**src/rtl/uart_tx_arbiter.sv**
```systemverilog
// Round-robin arbiter and sequencer that shares one uart_tx serializer between NUM_REQ byte requesters.
// Define UART_ARB_FIXED_PRIO_EN to switch to fixed priority, where the lowest set index always wins.
module uart_tx_arbiter #(
   parameter  int NUM_REQ    = 4,
   parameter  int DATA_WIDTH = 8,
   parameter  int GAP_CLKS   = 2,
   localparam int IDX_W      = $clog2(NUM_REQ)
) (
   input  logic                          i_Clock,
   input  logic                          i_Rst_L,
   input  logic [NUM_REQ-1:0]            i_Req_DV,
   input  logic [NUM_REQ*DATA_WIDTH-1:0] i_Req_Data,
   output logic [NUM_REQ-1:0]            o_Req_Ack,
   output logic [NUM_REQ-1:0]            o_Req_Done,
   output logic                          o_Tx_DV,
   output logic [DATA_WIDTH-1:0]         o_Tx_Data,
   input  logic                          i_Tx_Active,
   input  logic                          i_Tx_Done,
   output logic [IDX_W-1:0]              o_Grant_Idx,
   output logic                          o_Busy
);

   localparam int GAP_W = (GAP_CLKS > 1) ? $clog2(GAP_CLKS) : 1;

   typedef enum logic [1:0] {
      IDLE,
      ISSUE,
      WAIT_DONE,
      GAP
   } state_e;

   state_e                  state_q, state_d;
   logic [IDX_W-1:0]        last_q, last_d;
   logic [IDX_W-1:0]        grantIdx_q, grantIdx_d;
   logic [GAP_W-1:0]        gapCnt_q, gapCnt_d;
   logic [DATA_WIDTH-1:0]   txData_q, txData_d;
   logic [NUM_REQ-1:0]      reqAck_q, reqAck_d;
   logic [NUM_REQ-1:0]      reqDone_q, reqDone_d;
   logic                    txDv_q, txDv_d;
   logic                    busy_q, busy_d;

   logic                    grantNow;
   logic [IDX_W-1:0]        winner;

   // A grant needs an idle serializer, so an in-flight frame that survived a reset is never clobbered.
   assign grantNow = (state_q == IDLE) && !i_Tx_Active && (|i_Req_DV);

`ifdef UART_ARB_FIXED_PRIO_EN
   always_comb begin
      winner = '0;
      for (int k = NUM_REQ - 1; k >= 0; k--) begin
         if (i_Req_DV[k]) begin
            winner = IDX_W'(k);
         end
      end
   end
`else
   logic [IDX_W-1:0]        rrStart;
   logic [IDX_W-1:0]        rrOffset;
   logic [IDX_W:0]          rrSum;
   logic [2*NUM_REQ-1:0]    reqDouble;
   logic [NUM_REQ-1:0]      reqRot;

   // Rotate the request vector so the search starts just past the previous winner.
   always_comb begin
      rrStart   = (last_q == IDX_W'(NUM_REQ - 1)) ? '0 : last_q + IDX_W'(1);
      reqDouble = {i_Req_DV, i_Req_DV};
      reqRot    = NUM_REQ'(reqDouble >> rrStart);
      rrOffset  = '0;
      for (int k = NUM_REQ - 1; k >= 0; k--) begin
         if (reqRot[k]) begin
            rrOffset = IDX_W'(k);
         end
      end
      rrSum = {1'b0, rrStart} + {1'b0, rrOffset};
      if (rrSum >= (IDX_W + 1)'(NUM_REQ)) begin
         rrSum = rrSum - (IDX_W + 1)'(NUM_REQ);
      end
      winner = rrSum[IDX_W-1:0];
   end
`endif

   always_ff @(posedge i_Clock or negedge i_Rst_L) begin
      if (!i_Rst_L) begin
         state_q    <= IDLE;
         last_q     <= IDX_W'(NUM_REQ - 1);
         grantIdx_q <= '0;
         gapCnt_q   <= '0;
         txData_q   <= '0;
         reqAck_q   <= '0;
         reqDone_q  <= '0;
         txDv_q     <= 1'b0;
         busy_q     <= 1'b0;
      end else begin
         state_q    <= state_d;
         last_q     <= last_d;
         grantIdx_q <= grantIdx_d;
         gapCnt_q   <= gapCnt_d;
         txData_q   <= txData_d;
         reqAck_q   <= reqAck_d;
         reqDone_q  <= reqDone_d;
         txDv_q     <= txDv_d;
         busy_q     <= busy_d;
      end
   end

   always_comb begin
      state_d = state_q;
      case (state_q)
         IDLE: begin
            if (grantNow) begin
               state_d = ISSUE;
            end
         end
         ISSUE: begin
            state_d = WAIT_DONE;
         end
         WAIT_DONE: begin
            if (i_Tx_Done) begin
               state_d = GAP;
            end
         end
         GAP: begin
            if (gapCnt_q == '0) begin
               state_d = IDLE;
            end
         end
         default: begin
            state_d = IDLE;
         end
      endcase
   end

   // Every output is computed one cycle ahead so nothing reaches a port combinationally from an input.
   always_comb begin
      last_d     = last_q;
      grantIdx_d = grantIdx_q;
      txData_d   = txData_q;
      gapCnt_d   = gapCnt_q;
      reqAck_d   = '0;
      reqDone_d  = '0;
      txDv_d     = (state_q == ISSUE);
      busy_d     = (state_d != IDLE);

      if (grantNow) begin
         grantIdx_d = winner;
`ifndef UART_ARB_FIXED_PRIO_EN
         last_d     = winner;
`endif
         for (int k = 0; k < NUM_REQ; k++) begin
            if (winner == IDX_W'(k)) begin
               txData_d    = i_Req_Data[k*DATA_WIDTH +: DATA_WIDTH];
               reqAck_d[k] = 1'b1;
            end
         end
      end

      if ((state_q == WAIT_DONE) && i_Tx_Done) begin
         gapCnt_d = GAP_W'(GAP_CLKS - 1);
         for (int k = 0; k < NUM_REQ; k++) begin
            if (grantIdx_q == IDX_W'(k)) begin
               reqDone_d[k] = 1'b1;
            end
         end
      end else if ((state_q == GAP) && (gapCnt_q != '0)) begin
         gapCnt_d = gapCnt_q - GAP_W'(1);
      end
   end

   assign o_Req_Ack   = reqAck_q;
   assign o_Req_Done  = reqDone_q;
   assign o_Tx_DV     = txDv_q;
   assign o_Tx_Data   = txData_q;
   assign o_Grant_Idx = grantIdx_q;
   assign o_Busy      = busy_q;

endmodule

```
**config.mk**
```make
export PLATFORM = sky130hd
export DESIGN_NAME = uart_tx_arbiter
export DESIGN_NICKNAME = d
export VERILOG_FILES = /design/src/rtl/uart_tx_arbiter.sv
export SDC_FILE = /design/constraint.sdc
export NUM_CORES = 1
export LEC_CHECK = 0
export BUFFER_PORTS_ARGS = -buffer_cell sky130_fd_sc_hd__buf_2
export CORE_ASPECT_RATIO = 0.7
export CORE_MARGIN = 8
export CORE_UTILIZATION = 41
export CTS_CLUSTER_SIZE = 40
export DETAILED_ROUTE_END_ITERATION = 8
export GPL_TIMING_DRIVEN = 0
export PLACE_DENSITY = 0.75
export SLEW_MARGIN = 20
export SYNTH_ARGS = -nofsm -noshare
export SYNTH_HDL_FRONTEND = slang
export SYNTH_SLANG_ARGS = --single-unit
export TNS_END_PERCENT = 20
```
**constraint.sdc**
```tcl
create_clock -name i_Clock -period 2.1 [get_ports i_Clock]
set_input_delay 0.525 -clock i_Clock [delete_from_list [all_inputs] [get_ports i_Clock]]
set_output_delay 0.525 -clock i_Clock [all_outputs]
set_load 0.02 [all_outputs]
```
Word-level counts from Yosys, hierarchy flattened --
Index checks and enable logic that the tools add are counted.
Storage, ports and cells: input bits 40, logic and storage cells 64, flip-flop bits (word level) 25, output and inout bits 20
Cells by class: reduce and logical (&&, ||, !) cells 13, mux-type cells 26, equality and inequality tests 10, magnitude comparators 1, $add $sub $neg 4, shifts and indexed selects 1
Operators with widths (count):
- $mux W8 | 4
- $mux W2 | 9
- $eq A2 B2 Y1 const B | 7
- $mux W1 | 10
- $mux W4 | 2
- $pmux W2 S4 | 1
- $shr A8 B2 Y4 | 1
- $eq A2 B1 Y1 const B | 3
- $logic_not A2 Y1 | 3
- $logic_and A1 B1 Y1 | 4
- $reduce_bool A2 Y1 | 2
- $reduce_bool A4 Y1 | 1
- $reduce_or A4 Y1 | 1
- $add A2 B2 Y3 | 1
- $ge A3 B3 Y1 const B | 1
- $add A2 B1 Y2 const B | 1
- $reduce_and A2 Y1 | 1
- $sub A2 B1 Y2 const B | 1
- $logic_not A1 Y1 | 1
- $sub A1 B1 Y1 const B | 1

Logic depth before layout (Yosys ltp) --
word-level depth 15, gate-level depth with buffers 7

Worst setup path after synthesis --
No wires, ideal clock.
path type register -> register, start point register last_q[0], end point register txData_q[0], in the netlist o_Tx_Data[0], required time 2.023 ns, cell stages (with the launch flop) 7, slack 0.268 ns, arrival 1.755 ns, library setup time 0.077 ns, buffers on the path 1, cells stage by stage dfstp_2 -> ha_1 -> buf_2 -> o21ai_1 -> a31oi_1 -> a2bb2oi_1 -> a21oi_1
Between the ends: longest elaborated chain between the ends 14, elaborated cells between the ends (all ways) 21
Ends and longest elaborated chain:
- start: declaration | line 33 | logic [IDX_W-1:0] last_q, last_d;
- start signal: assignment | line 86 | last_q <= IDX_W'(NUM_REQ - 1);
- start signal: assignment | line 96 | last_q <= last_d;
- $add A2 B1 Y2 or $eq A2 B2 Y1 (tied branches) | line 66 | rrStart = (last_q == IDX_W'(NUM_REQ - 1)) ? '0 : last_q + IDX_W'(1);
- $mux W2 (*) | line 66
- $shr A8 B2 Y4 | line 68 | reqRot = NUM_REQ'(reqDouble >> rrStart);
- $mux W2 (4 in a row) | line 71 | if (reqRot[k]) begin
- $add A2 B2 Y3 (*) | line 75 | rrSum = {1'b0, rrStart} + {1'b0, rrOffset};
- $ge A3 B3 Y1 or $sub A2 B1 Y2 (tied branches) | line 76, 77
- $mux W2 (*) | line 76 | if (rrSum >= (IDX_W + 1)'(NUM_REQ)) begin
- $eq A2 B1 Y1 | line 151 | if (winner == IDX_W'(k)) begin
- $mux W8 (3 in a row) | line 151
- end signal: assignment | line 99 | txData_q <= txData_d;
- end: declaration | line 36 | logic [DATA_WIDTH-1:0] txData_q, txData_d;
Every way passes the cells marked *; elsewhere a longest branch is shown, timed or not. A chain may end at the register's enable or synchronous reset.

Worst setup path in the final report --
start point register last_q[0], end point register txData_q[5], in the netlist o_Tx_Data[5]
Same word-level chain as after synthesis.

==> impl_metrics.ini <==
[run_status]
status = finished clean

[synthesis]
netlist_area_um2 = 1484
syn_nets = 201
synth.avg_cell_area_um2 = 9.275
yosys_warnings = 0
synth-seq-area-share = 0.4233
synth_ff_type = dfrtp_1
synth_edf_count = 0
synth_cells = 160
yosys_register_bits = 25
synth_cell_types = 37
async_reset_ff_frac = 1.000

[power_and_ir_drop]
vdd_drop_max_uv = 755.1
leakagePower_nw = 0.9642
powerDensity_nw_per_um2 = 1392

[timing]
tightest_slew_ns = 0.5475
rsz0062_at_grt = false
skew_ns = 0.006297
slew_headroom = 0.6350
fin_crit_sh = 0.9472
hold_viol = 0
setup_viol = 0
finalMaxSlewViolations = 0
tns_ns = 0
min_period_ns = 1.989
fmax_mhz = 502.8

[floorplanning]
rows = 18
fp.dieW_um = 87.91
core_area_um2 = 3491
pin_count = 60
die-area_um2 = 5831
start_util = 0.4251
die_h_um = 66.34

[detailed_routing]
wire_per_inst_um = 15.32
drt-pass1-iter-count = 4
via_per_inst = 5.268
final_antenna_net_count = 0
first_iter_violations = 99
vias = 1454
route.final.wire_length_mm = 4.228
drc_errors = 0

[cts]
cts_max_level = 1
hold_buffers = 0
cts-root-buf = clkbuf_8
insertion_delay_ns = 0.27
cts.clk_slew.worst_paths_ns = 0.09
clk_path_buf_depth = 2
cts-buffers-inserted = 3
cts.sinks = 25
tritoncts = done

[worst_setup_path]
crit_fanout = 10
startpoint_type = flip-flop
ff2ff_path_depth = 7
worst_path_dominant_cell_family = flip-flops
r2r-start = last_q[0]
cp.required_ns = 2.26
crit_chain = ha_4 -> clkbuf_4 -> o21ai_1 -> a21boi_4 -> clkbuf_4 -> mux2i_1 -> a21oi_1
cpMostUsedCell = clkbuf_4
worstSetupPathType = flip-flop to flip-flop
crit_slowest_cell = dfstp_2
r2r_slack_ns = 0.11
path_buf_inv = 2
crit_arrival_ns = 2.15
r2r_end = o_Tx_Data[5]
slowest_delay_ns = 0.63
end_kind = flip-flop

[layout]
fill_cells = 320
drive_gt1_frac = 0.4071
nNetsFinal = 268
num_antenna_cells = 0
design_area_um2 = 1967
area_growth_pct = 32.55
final_cell_mix = buf_2 (61), a21oi_1 (23), dfrtp_1 (23)
final_common_cell = buf_2

[global_routing]
grt_max_degree = 26
grtUsageTotal = 0.1440
grt_first_pass_wirelength_mm = 6.699
grt_pass1_vias = 1413
gr-total-overflow = 0
antenna_found_initial = 0

[place]
place_area_um2 = 1832
globalplace.congestion = 0.7928
dp_hpwl_mm = 3.101
port-buffer-count = 57

[worst_hold_path]
hold_class = input port to asynchronous set/reset pin

[flow_run]
maxCapViolCount = 0
## flip-flops by register name, summed over array words and instances (netlist names)
signal and flops:
o_Busy 1, o_Tx_Data 8, o_Req_Ack 4, o_Grant_Idx 2
o_Tx_DV 1, o_Req_Done 4, last_q 2, gapCnt_q 1
state_q 2
## how the worst max path moves through the flow
stage	depth (start not counted)	to	slack, ns	startpoint
floorplan	6	o_Tx_Data[0]	0.27	last_q[0]
global placement	6	o_Tx_Data[5]	-0.07	last_q[0]
detailed placement	6	o_Tx_Data[7]	-0.09	last_q[0]
CTS	7	o_Req_Ack[1]	0.02	last_q[0]
global route	7	o_Tx_Data[3]	0.01	last_q[0]
finish	7	o_Tx_Data[5]	0.11	last_q[0]
## layer usage
metal / share of wire / vias up / track usage
li1: - / 723 / -
met4: 0.0061 / 0 / 0.01919
met3: 0.10 / 5 / 0.06328
met5: 0 / - / 0
met2: 0.44 / 57 / 0.2208
met1: 0.45 / 669 / 0.1861
## stage by stage
step / setup slack, ns / util / std cells / power (mW) / hold slack [ns]
after global placement: -0.06783 / 0.5247 / 267 / 2.236 / 0.5011
after floorplan: 0.2678 / - / 160 / 1.867 / 0.2294
after global routing: 0.009984 / 0.5634 / 276 / 2.952 / 0.2677
final: 0.1110 / 0.5634 / 276 / 2.738 / 0.2373
after detailed placement: -0.09374 / 0.5247 / 267 / 2.260 / 0.5138
after CTS: 0.02372 / 0.5387 / 271 / 2.545 / 0.2486
## cells by family (layout without fill, tap and decap cells)
family                   count (synthesis)  after routing  synth area share
buffers and inverters                   13             79           0.05565
adder cells (fa/ha/maj)                  1              1          0.008430
AO/OA/AOI/OAI                           69             69            0.3078
multiplexers                             8              8           0.05397
flip-flops                              25             25            0.4233
AND/OR/NAND/NOR                         44             44            0.1509
## area by class of cell
type / count / area (um^2) / share of cell area
Buffer: 11 / 80.08 / 0.04071
Clock buffer: 4 / 45.04 / 0.02290
Inverter: 2 / 7.507 / 0.003817
Multi-Input combinational cell: 122 / 820.8 / 0.4173
Sequential cell: 25 / 628.1 / 0.3193
Tap cell: 50 / 62.56 / 0.03181
Timing Repair Buffer: 62 / 322.8 / 0.1641
## where the power goes
group	internal, mW	leakage [nW]	switching, mW	total (mW)
sequential	0.663	0.320	0.143	0.806
combinational	0.723	0.621	0.928	1.65
clock	0.136	0.0228	0.146	0.282
## cell usage after synthesis, types with 2 or more instances
cell       count  area share
a21oi_1       23       0.078
a2bb2oi_1      8       0.047
a31oi_1        8       0.034
buf_2          6       0.020
buf_4          3       0.015
buf_6          2       0.015
dfrtp_1       23        0.39
dfstp_2        2       0.035
inv_1          2      0.0051
mux2i_1        8       0.054
nand2_1        9       0.023
nand2b_1       2      0.0084
nor2_1        14       0.035
nor2_2         2      0.0084
nor2b_1        6       0.025
nor3_1         5       0.017
o21ai_0        9       0.030
o21ai_1        9       0.030
## what timing repair did
| item | 4_1_cts | 5_1_grt |
|---|---|---|
| endpoints found under the hold margin | 0 | 0 |
| cloned | 0 | 1 |
| gates resized for setup | 1 | 10 |
| setup buffers | 0 | 4 |
| pin swaps | 0 | 0 |
| endpoints found under the setup margin | 8 | 12 |
Note: power is estimated with default switching activity, not from simulation.
